==> config.mk <==
export PLATFORM = sky130hd
export DESIGN_NAME = gpio_ctrl
export DESIGN_NICKNAME = d
export VERILOG_FILES = /design/src/rtl/gpio_ctrl.sv
export SDC_FILE = /design/constraint.sdc
export NUM_CORES = 1
export LEC_CHECK = 0
export BUFFER_PORTS_ARGS = -buffer_cell sky130_fd_sc_hd__buf_2
export CAP_MARGIN = 20
export CORE_AREA = 2 2 85 87
export DETAILED_ROUTE_END_ITERATION = 16
export DIE_AREA = 0 0 87 89
export PLACE_DENSITY = 0.75
export REMOVE_ABC_BUFFERS = 1
export SLEW_MARGIN = 15
export SYNTH_ARGS = -nofsm -noshare
export SYNTH_HDL_FRONTEND = slang
export SYNTH_SLANG_ARGS = --single-unit
==> constraint.sdc <==
create_clock -name sys_clk_i -period 1.98 [get_ports sys_clk_i]
set_input_delay 0.396 -clock sys_clk_i [delete_from_list [all_inputs] [get_ports sys_clk_i]]
set_output_delay 0.396 -clock sys_clk_i [all_outputs]
set_load 0.03 [all_outputs]
==> src/rtl/gpio_ctrl.sv <==
// GPIO controller: single-cycle-ack register bus, per-pin direction/output,
// synchronized inputs with rising/falling edge interrupts (W1C pending bits).
module gpio_ctrl #(
  parameter int unsigned NGPIO = 8
) (
  input  logic             sys_clk_i,
  input  logic             rstn_i,
  input  logic             req_i,
  input  logic             we_i,
  input  logic [2:0]       addr_i,
  input  logic [31:0]      wdata_i,
  output logic             ack_o,
  output logic [31:0]      rdata_o,
  output logic [NGPIO-1:0] gpio_dir_o,
  output logic [NGPIO-1:0] gpio_val_o,
  input  logic [NGPIO-1:0] gpio_val_i,
  output logic             irq_o
);

  typedef enum logic {
    IDLE = 1'b0,
    ACK  = 1'b1
  } state_t;

  typedef enum logic [2:0] {
    REG_DIR      = 3'd0,
    REG_OUT      = 3'd1,
    REG_IN       = 3'd2,
    REG_IRQ_EN   = 3'd3,
    REG_IRQ_EDGE = 3'd4,
    REG_IRQ_PEND = 3'd5
  } reg_addr_t;

  state_t           state_q, state_d;
  logic             xfer;
  logic [NGPIO-1:0] wd;
  logic [31:0]      rd_mux;
  logic [31:0]      rdata_q;

  logic [NGPIO-1:0] dir_q, out_q, en_q, edge_q, pend_q;
  logic [NGPIO-1:0] sync1_q, sync2_q, prev_q;
  logic [NGPIO-1:0] rise, fall, pend_set, pend_clr;
  logic [1:0]       settle_q;
  logic             settled;
  logic             irq_q;
  logic             unused_wdata;

  assign wd           = wdata_i[NGPIO-1:0];
  assign unused_wdata = ^wdata_i;

  always_ff @(posedge sys_clk_i) begin
    if (!rstn_i) state_q <= IDLE;
    else         state_q <= state_d;
  end

  always_comb begin
    state_d = state_q;
    xfer    = 1'b0;
    case (state_q)
      IDLE: begin
        if (req_i) begin
          state_d = ACK;
          xfer    = 1'b1;
        end
      end
      ACK:     state_d = IDLE;
      default: state_d = IDLE;
    endcase
  end

  always_comb begin
    rd_mux = '0;
    case (addr_i)
      REG_DIR:      rd_mux[NGPIO-1:0] = dir_q;
      REG_OUT:      rd_mux[NGPIO-1:0] = out_q;
      REG_IN:       rd_mux[NGPIO-1:0] = sync2_q;
      REG_IRQ_EN:   rd_mux[NGPIO-1:0] = en_q;
      REG_IRQ_EDGE: rd_mux[NGPIO-1:0] = edge_q;
      REG_IRQ_PEND: rd_mux[NGPIO-1:0] = pend_q;
      default:      rd_mux = '0;
    endcase
  end

  // Edges are ignored until the synchronizer and prev flops have refilled
  // after reset, so pins already high at reset do not look like rising edges.
  assign settled  = (settle_q == 2'd3);
  assign rise     = sync2_q & ~prev_q;
  assign fall     = ~sync2_q & prev_q;
  assign pend_set = settled ? (en_q & dir_q & ((edge_q & rise) | (~edge_q & fall))) : '0;
  assign pend_clr = (xfer && we_i && addr_i == REG_IRQ_PEND) ? wd : '0;

  always_ff @(posedge sys_clk_i) begin
    if (!rstn_i) begin
      dir_q    <= '1;
      out_q    <= '0;
      en_q     <= '0;
      edge_q   <= '0;
      pend_q   <= '0;
      sync1_q  <= '0;
      sync2_q  <= '0;
      prev_q   <= '0;
      settle_q <= '0;
      irq_q    <= 1'b0;
      rdata_q  <= '0;
    end else begin
      if (xfer && we_i) begin
        case (addr_i)
          REG_DIR:      dir_q  <= wd;
          REG_OUT:      out_q  <= wd;
          REG_IRQ_EN:   en_q   <= wd;
          REG_IRQ_EDGE: edge_q <= wd;
          default:      ;
        endcase
      end
      sync1_q  <= gpio_val_i;
      sync2_q  <= sync1_q;
      prev_q   <= sync2_q;
      if (!settled) settle_q <= settle_q + 2'd1;
      pend_q   <= (pend_q & ~pend_clr) | pend_set;
      irq_q    <= |(pend_q & en_q);
      rdata_q  <= xfer ? rd_mux : '0;
    end
  end

  assign ack_o      = (state_q == ACK);
  assign rdata_o    = rdata_q;
  assign gpio_dir_o = dir_q;
  assign gpio_val_o = out_q;
  assign irq_o      = irq_q;

endmodule

==> results of run 1 <==
[critical path, cell delays in order, from the launching register on]
cell	delay, ps
dfxtp_1	340
and4bb_1	480
and2_1	380
o211ai_1	130
[cell families after synthesis]
group           share of synthesized area (%)
buf+inv                                  10.1
fa+ha+maj                               0.380
flops                                    46.2
mux                                      14.4
other cells                             0.114
compound gates                           12.1
xor+xnor                                0.266
simple gates                             16.5
[report_power, final]
part | leakage [uW] | switching [uW] | internal, uW
combinational | 0.00103 | 207 | 100
clock | 0.000136 | 541 | 975
sequential | 0.000618 | 25.6 | 1570
[flip-flops by register name, summed over array words and instances (netlist names)]
| name | count |
|---|---|
| rdata_o | 8 |
| irq_o | 1 |
| sync2_q | 8 |
| pend_q | 8 |
| sync1_q | 8 |
| prev_q | 8 |
| gpio_val_o | 8 |
| settle_q | 2 |
| gpio_dir_o | 8 |
| edge_q | 8 |
| en_q | 8 |
| ack_o | 1 |
[routing by layer]
metal  track usage [%]  vias up  share of wire (%)
li1                  -     1228                  -
met1              26.0     1210                 42
met2              33.9      104                 50
met3              4.25       14                6.0
met4              7.81        0                2.2
met5                 0        -                  0
[final cells by class]
type                    instances  share of cell area, %
clock buffers                  13                   4.73
clock inverters                 3                   2.38
inverters                      12                   1.19
multi-input cells             227                   40.4
flip-flops and latches         76                   40.2
well taps                      80                   2.64
repair buffers                 59                   8.53
[cells in the final DEF (no fill, tap or decap), drive strengths merged]
cell / instances
dfxtp: 76
buf: 59
nand2: 50
and2: 26
mux2i: 25
conb: 24
a22oi: 14
clkbuf: 13
inv: 12
mux2: 12
nand2b: 9
o22ai: 8
a31oi: 8
a41o: 8
nand3: 8
o211ai: 8
nor2: 7
mux4: 4
nor2b: 3
o32ai: 3
bufinv: 3
a221oi: 2
and4b: 1
xor2: 1
nand3b: 1
nor3: 1
and4bb: 1
and3: 1
a41oi: 1
ha: 1
[worst paths after layout]
check,startpoint,to,slack (ps),cells after the start
worst max-delay path,ack_o,gpio_dir_o[5],510,3
worst min-delay path,gpio_val_i[5],sync1_q[5],250,2
worst max register to register,ack_o,gpio_dir_o[5],510,3
worst min register to register,sync1_q[5],sync2_q[5],430,1
[metrics by stage]
step	cells	setup slack, ps
floorplan	315	545
global placement	454	243
detailed placement	454	207
CTS	470	534
global route	470	424
finish	470	510
==> out/results.tsv, run 1 <==
stage	metric	value	unit
worst_setup_path	WP data arrival	1670	ps
worst_setup_path	WP data required	2180	ps
layout	Multi-input gate area	1530	um2
sta	Hold Vio Cnt, Final	0	
detailed_routing	Routed Antenna Nets	0	
yosys	Synth top area share	46.2	%
detailed_routing	Vias	2556	
yosys	Post-synth EDFFs	0	
sta	Worst Tran Pin Value	501	ps
cts	Post-CTS Hold Buffers	0	
layout	post-layout net count	433	
placement	GPL Wtd Cong	0.865	
yosys	count leader, synth	dfxtp_1	
cts	clock input transition at the sequential cells of the worst setup and hold paths	70	ps
detailed_routing	wire per inst	16.3	um
cts	worst skew pair latency	340	ps
cts	clock sinks	76	
global_route	gr usage total	20.3	%
yosys	YS warnings	0	
cts	Clock Tree Root	clkbuf_8	
job	max_cap viols	0	
sta	fin. max-slew vios	0	
global_route	largest net degree at the start of global routing	50	
detailed_routing	first-pass iteration count of the detailed router	4	
cts	post-CTS setup buffers	0	
cts	total CTS buffers	9	
pwr	Peak VDD IR	0.355	mV
detailed_routing	Vias/cell	5.44	
layout	fin area	3790	um2
yosys	Mapped Area	3290	um2
worst_setup_path	Setup CP Type	reg -> reg	
placement	Post-DP HPWL	5280	um
pwr	Pwr Total	3420	uW
worst_setup_path	Setup crit end kind	register	
floorplan	die height	89	um
outcome	status	complete, no violations	
sta	Fmax achieved	680	MHz
pwr	Pwr Density	903	nW/um2
global_route	total global routing overflow	0	
yosys	Yosys cell types	33	
worst_setup_path	Worst setup SP type	register	
sta	Tmin final	1470	ps
cts	deepest clock path buffer count	2	
yosys	Commonest cells post-synth	dfxtp_1, nand2_1, and2_1	
yosys	cells after synthesis	335	
yosys	biggest area consumer among synthesized cells	dfxtp_1	
layout	n_diodes	0	
cts	CTS tree	built	
global_route	global-route wire length before repair	12000	um
floorplan	Initial Util	49.0	%
yosys	register area share after synthesis	46.2	%
pwr	static leakage	0.00179	uW
detailed_routing	wirelength, routed	7650	um
floorplan	# rows	30	
floorplan	Ports	97	
sta	Slew HR	66.5	%
yosys	top_reg_cell synth	dfxtp_1	
detailed_routing	DRC Markers	0	
yosys	register bit total from synthesis	76	
sta	setup TNS	0	ps
yosys	Synth Area per Inst	9.83	um2
min_path	worst hold path class	in -> reg	
floorplan	die area	7740	um2
worst_setup_path	crit-path max FO	8	
layout	Reg area	1520	um2
cts	Resized Gates After CTS	0	
layout	share of cells above drive strength 1	24.1	%
yosys	Area contributors post-synth	dfxtp_1, mux2i_1, buf_4, nand2_1, and2_1	
layout	Filler Cell Count	580	
layout	Layout Utilization	56.4	%
sta	RSZ-0062 raised after global routing	false	
sta	clock skew	3.58	ps
sta	fin crit share	74.2	%
placement	PortBufs	48	
cts	H-Tree Depth	3	
placement	Post-DP Area	3520	um2
floorplan	core area	6720	um2
layout	Syn-to-layout area delta	14.9	%
yosys	Async S/R FF share, synth	0	%
global_route	initial antenna violation count	0	
global_route	vias in the first global route	2409	
detailed_routing	drt first-iter violations	190	
floorplan	die width	87	um
sta	WHS	254	ps
sta	Setup violations, final	0	
No activity file was read; power rests on OpenSTA's default activity.
==> run 2, diff against run 1 <==
--- a/config.mk
+++ b/config.mk
@@ -7,10 +7,10 @@
 export LEC_CHECK = 0
 export BUFFER_PORTS_ARGS = -buffer_cell sky130_fd_sc_hd__buf_2
 export CAP_MARGIN = 20
-export CORE_AREA = 2 2 85 87
+export CORE_AREA = 2 2 88 90
 export DETAILED_ROUTE_END_ITERATION = 16
-export DIE_AREA = 0 0 87 89
-export PLACE_DENSITY = 0.75
+export DIE_AREA = 0 0 90 92
+export PLACE_DENSITY = 0.74
 export REMOVE_ABC_BUFFERS = 1
 export SLEW_MARGIN = 15
 export SYNTH_ARGS = -nofsm -noshare
==> constraint.sdc (replaced) <==
create_clock -name sys_clk_i -period 1.2 [get_ports sys_clk_i]
set_input_delay 0.24 -clock sys_clk_i [delete_from_list [all_inputs] [get_ports sys_clk_i]]
set_output_delay 0.24 -clock sys_clk_i [all_outputs]
set_load 0.03 [all_outputs]
==> run 2 against run 1 <==
  * The run now ends with setup timing left
  * First-iteration DRC count up 5.8%
  * Register-to-register slack worse by 620 ps
  * Core utilization up 0.47 points
  * Die area up 6.9%
  * Worst hold slack worse by 170 ps
  * Fmax up 12%
  * Non-clock buffer count up 34
  * Count of clock-buffer cells in the layout down 2
  * Sequential cell count unchanged
  * Largest cell class unchanged
  * Power up 48%
  * Wire length up 9.0%
==> out/results.tsv, run 2 (synthesized netlist as in run 1, its figures left out) <==
stage	metric	value	unit	change
worst_setup_path	reg2reg start	ack_o		
detailed_routing	wirelength, routed	8330	um	+9.0%
placement	dpl ws	-295	ps	-502 ps
cts	total CTS buffers	9		unchanged
worst_setup_path	CP dominant cell by count	buf_6		
sta	final worst-path setup slack	-114	ps	-624 ps
outcome	status	finished with violations		
floorplan	Initial Util	44.2	%	-4.8 points
pwr	Pwr Total	5050	uW	+48%
floorplan	core area	7450	um2	+11%
placement	Post-DP HPWL	5770	um	+9.2%
worst_setup_path	Worst setup SP type	register		
pwr	Peak VDD IR	0.622	mV	+75%
placement	dpl cells	504		+11%
global_route	vias in the first global route	2573		+6.8%
cts	Post-CTS Hold Buffers	0		unchanged
floorplan	die area	8280	um2	+6.9%
placement	GPL Wtd Cong	0.845		-2.3%
sta	Fmax achieved	761	MHz	+12%
min_path	min-delay src	gpio_val_i[5]		
cts	H-Tree Depth	3		unchanged
detailed_routing	Routed Antenna Nets	0		unchanged
sta	setup TNS	-2240	ps	-2240 ps
global_route	initial antenna violation count	0		unchanged
worst_setup_path	Setup CP Type	reg -> reg		
global_route	global-route wire length before repair	13000	um	+8.6%
detailed_routing	Vias/cell	5.12		-5.9%
cts	clock sinks	76		unchanged
layout	fin cells	526		+12%
worst_setup_path	WP data required	1440	ps	-740 ps
layout	Syn-to-layout area delta	28.4	%	
outcome	failing checks	setup timing		
cts	deepest clock path buffer count	2		unchanged
sta	Hold Vio Cnt, Final	0		unchanged
worst_setup_path	Setup crit end kind	register		
sta	Tmin final	1310	ps	-156 ps
worst_setup_path	worst path cell trace	buf_6 -> and4b_2 -> buf_6 -> a31oi_4 -> a41o_1		
layout	Filler Cell Count	650		+12%
floorplan	# rows	32		+6.7%
cts	CTS tree	built		
detailed_routing	wire per inst	15.8	um	-2.6%
cts	Clock Tree Root	clkbuf_8		
global_route	total global routing overflow	0		unchanged
global_route	largest net degree at the start of global routing	23		-54%
floorplan	Ports	97		unchanged
cts	worst skew pair latency	360	ps	+20 ps
layout	post-layout net count	467		+7.9%
detailed_routing	first-pass iteration count of the detailed router	5		+1
layout	commonest non-fill, non-tap cell in the layout	dfxtp_1		
pwr	static leakage	0.00196	uW	+9.6%
layout	most frequent cells in the layout	dfxtp_1, nand2_1, buf_4		
placement	PortBufs	48		unchanged
detailed_routing	DRC Markers	0		unchanged
global_route	gr usage total	20.1	%	-0.22 points
cts	clock input transition at the sequential cells of the worst setup and hold paths	80	ps	about the same
layout	share of cells above drive strength 1	35.1	%	+11 points
min_path	worst hold path class	in -> reg		
pwr	Pwr Density	1190	nW/um2	+32%
detailed_routing	Vias	2692		+5.3%
job	max_cap viols	0		unchanged
floorplan	die height	92	um	+3.4%
worst_setup_path	max incr delay on CP	340	ps	-140 ps
detailed_routing	drt first-iter violations	201		+5.8%
sta	fin crit share	109	%	+35 points
sta	RSZ-0062 raised after global routing	true		
sta	fin. max-slew vios	0		unchanged
layout	fin area	4230	um2	+12%
worst_setup_path	crit-path max FO	4		-4
floorplan	die width	90	um	+3.4%
sta	Setup violations, final	40		+40
placement	Post-DP Area	3770	um2	+7.1%
sta	clock skew	10.2	ps	+6.67 ps
worst_setup_path	critical path's slowest cell	dfxtp_2		
layout	n_diodes	0		unchanged
worst_setup_path	worst setup path start	ack_o		
worst_setup_path	WP data arrival	1560	ps	-110 ps
[run 2: cell count changes in the layout (fill, tap and decap cells not counted), sizes merged]
cell,delta
buf,+32
clkinvlp,+3
bufinv,-3
clkinv,+1
inv,+1
[run 2: final timing paths]
path / to / slack (ps) / cells after the start
setup / recovery: pend_q[3] / -110 / 5
hold / removal: sync1_q[5] / 80 / 2
setup reg to reg: pend_q[3] / -110 / 5
hold reg to reg: sync2_q[3] / 440 / 1
[run 2: routing by layer]
metal,GRT usage (%),share of wire (%)
met3,6.08,7.2
met5,0,0
met1,26.0,44
met4,7.82,1.7
met2,31.6,47
[run 2: report_power, final]
| part | internal [uW] | total, uW | switching (uW) |
|---|---|---|---|
| clock network | 811 | 1790 | 977 |
| logic | 245 | 624 | 379 |
| registers | 2590 | 2640 | 44.7 |
[run 2: worst max-delay path: cells and delay by family, from the launching register on]
| family | cells | cell delay (ps) |
|---|---|---|
| DFF | 1 | 340 |
| and+or+nand+nor | 1 | 330 |
| AOI/OAI and AO/OA | 2 | 280 |
| buffers and inverters | 2 | 250 |
[run 2: final cells by class]
class	count	area, um2	area share (%)
clock buffers	11	141	3.34
clock inverters	5	36.3	0.857
inverters	12	45.0	1.06
multi-input cells	227	1640	38.6
flip-flops and latches	76	1540	36.3
well taps	102	128	3.02
repair buffers	93	711	16.8
[run 2: metrics by stage]
stage / hold WS (ps) / utilization, %
2_1_floorplan: 329 / -
3_3_place_gp: 414 / 50.6
3_5_place_dp: 418 / 50.6
4_1_cts: 73.6 / 54.4
5_1_grt: 86.6 / 56.8
6_report: 82.1 / 56.8
[run 2: timing repair]
action	4_1_cts	5_1_grt
pin swaps	9	1
buffers inserted	4	2
resized for setup	28	39
endpoints found under the setup margin	55	53
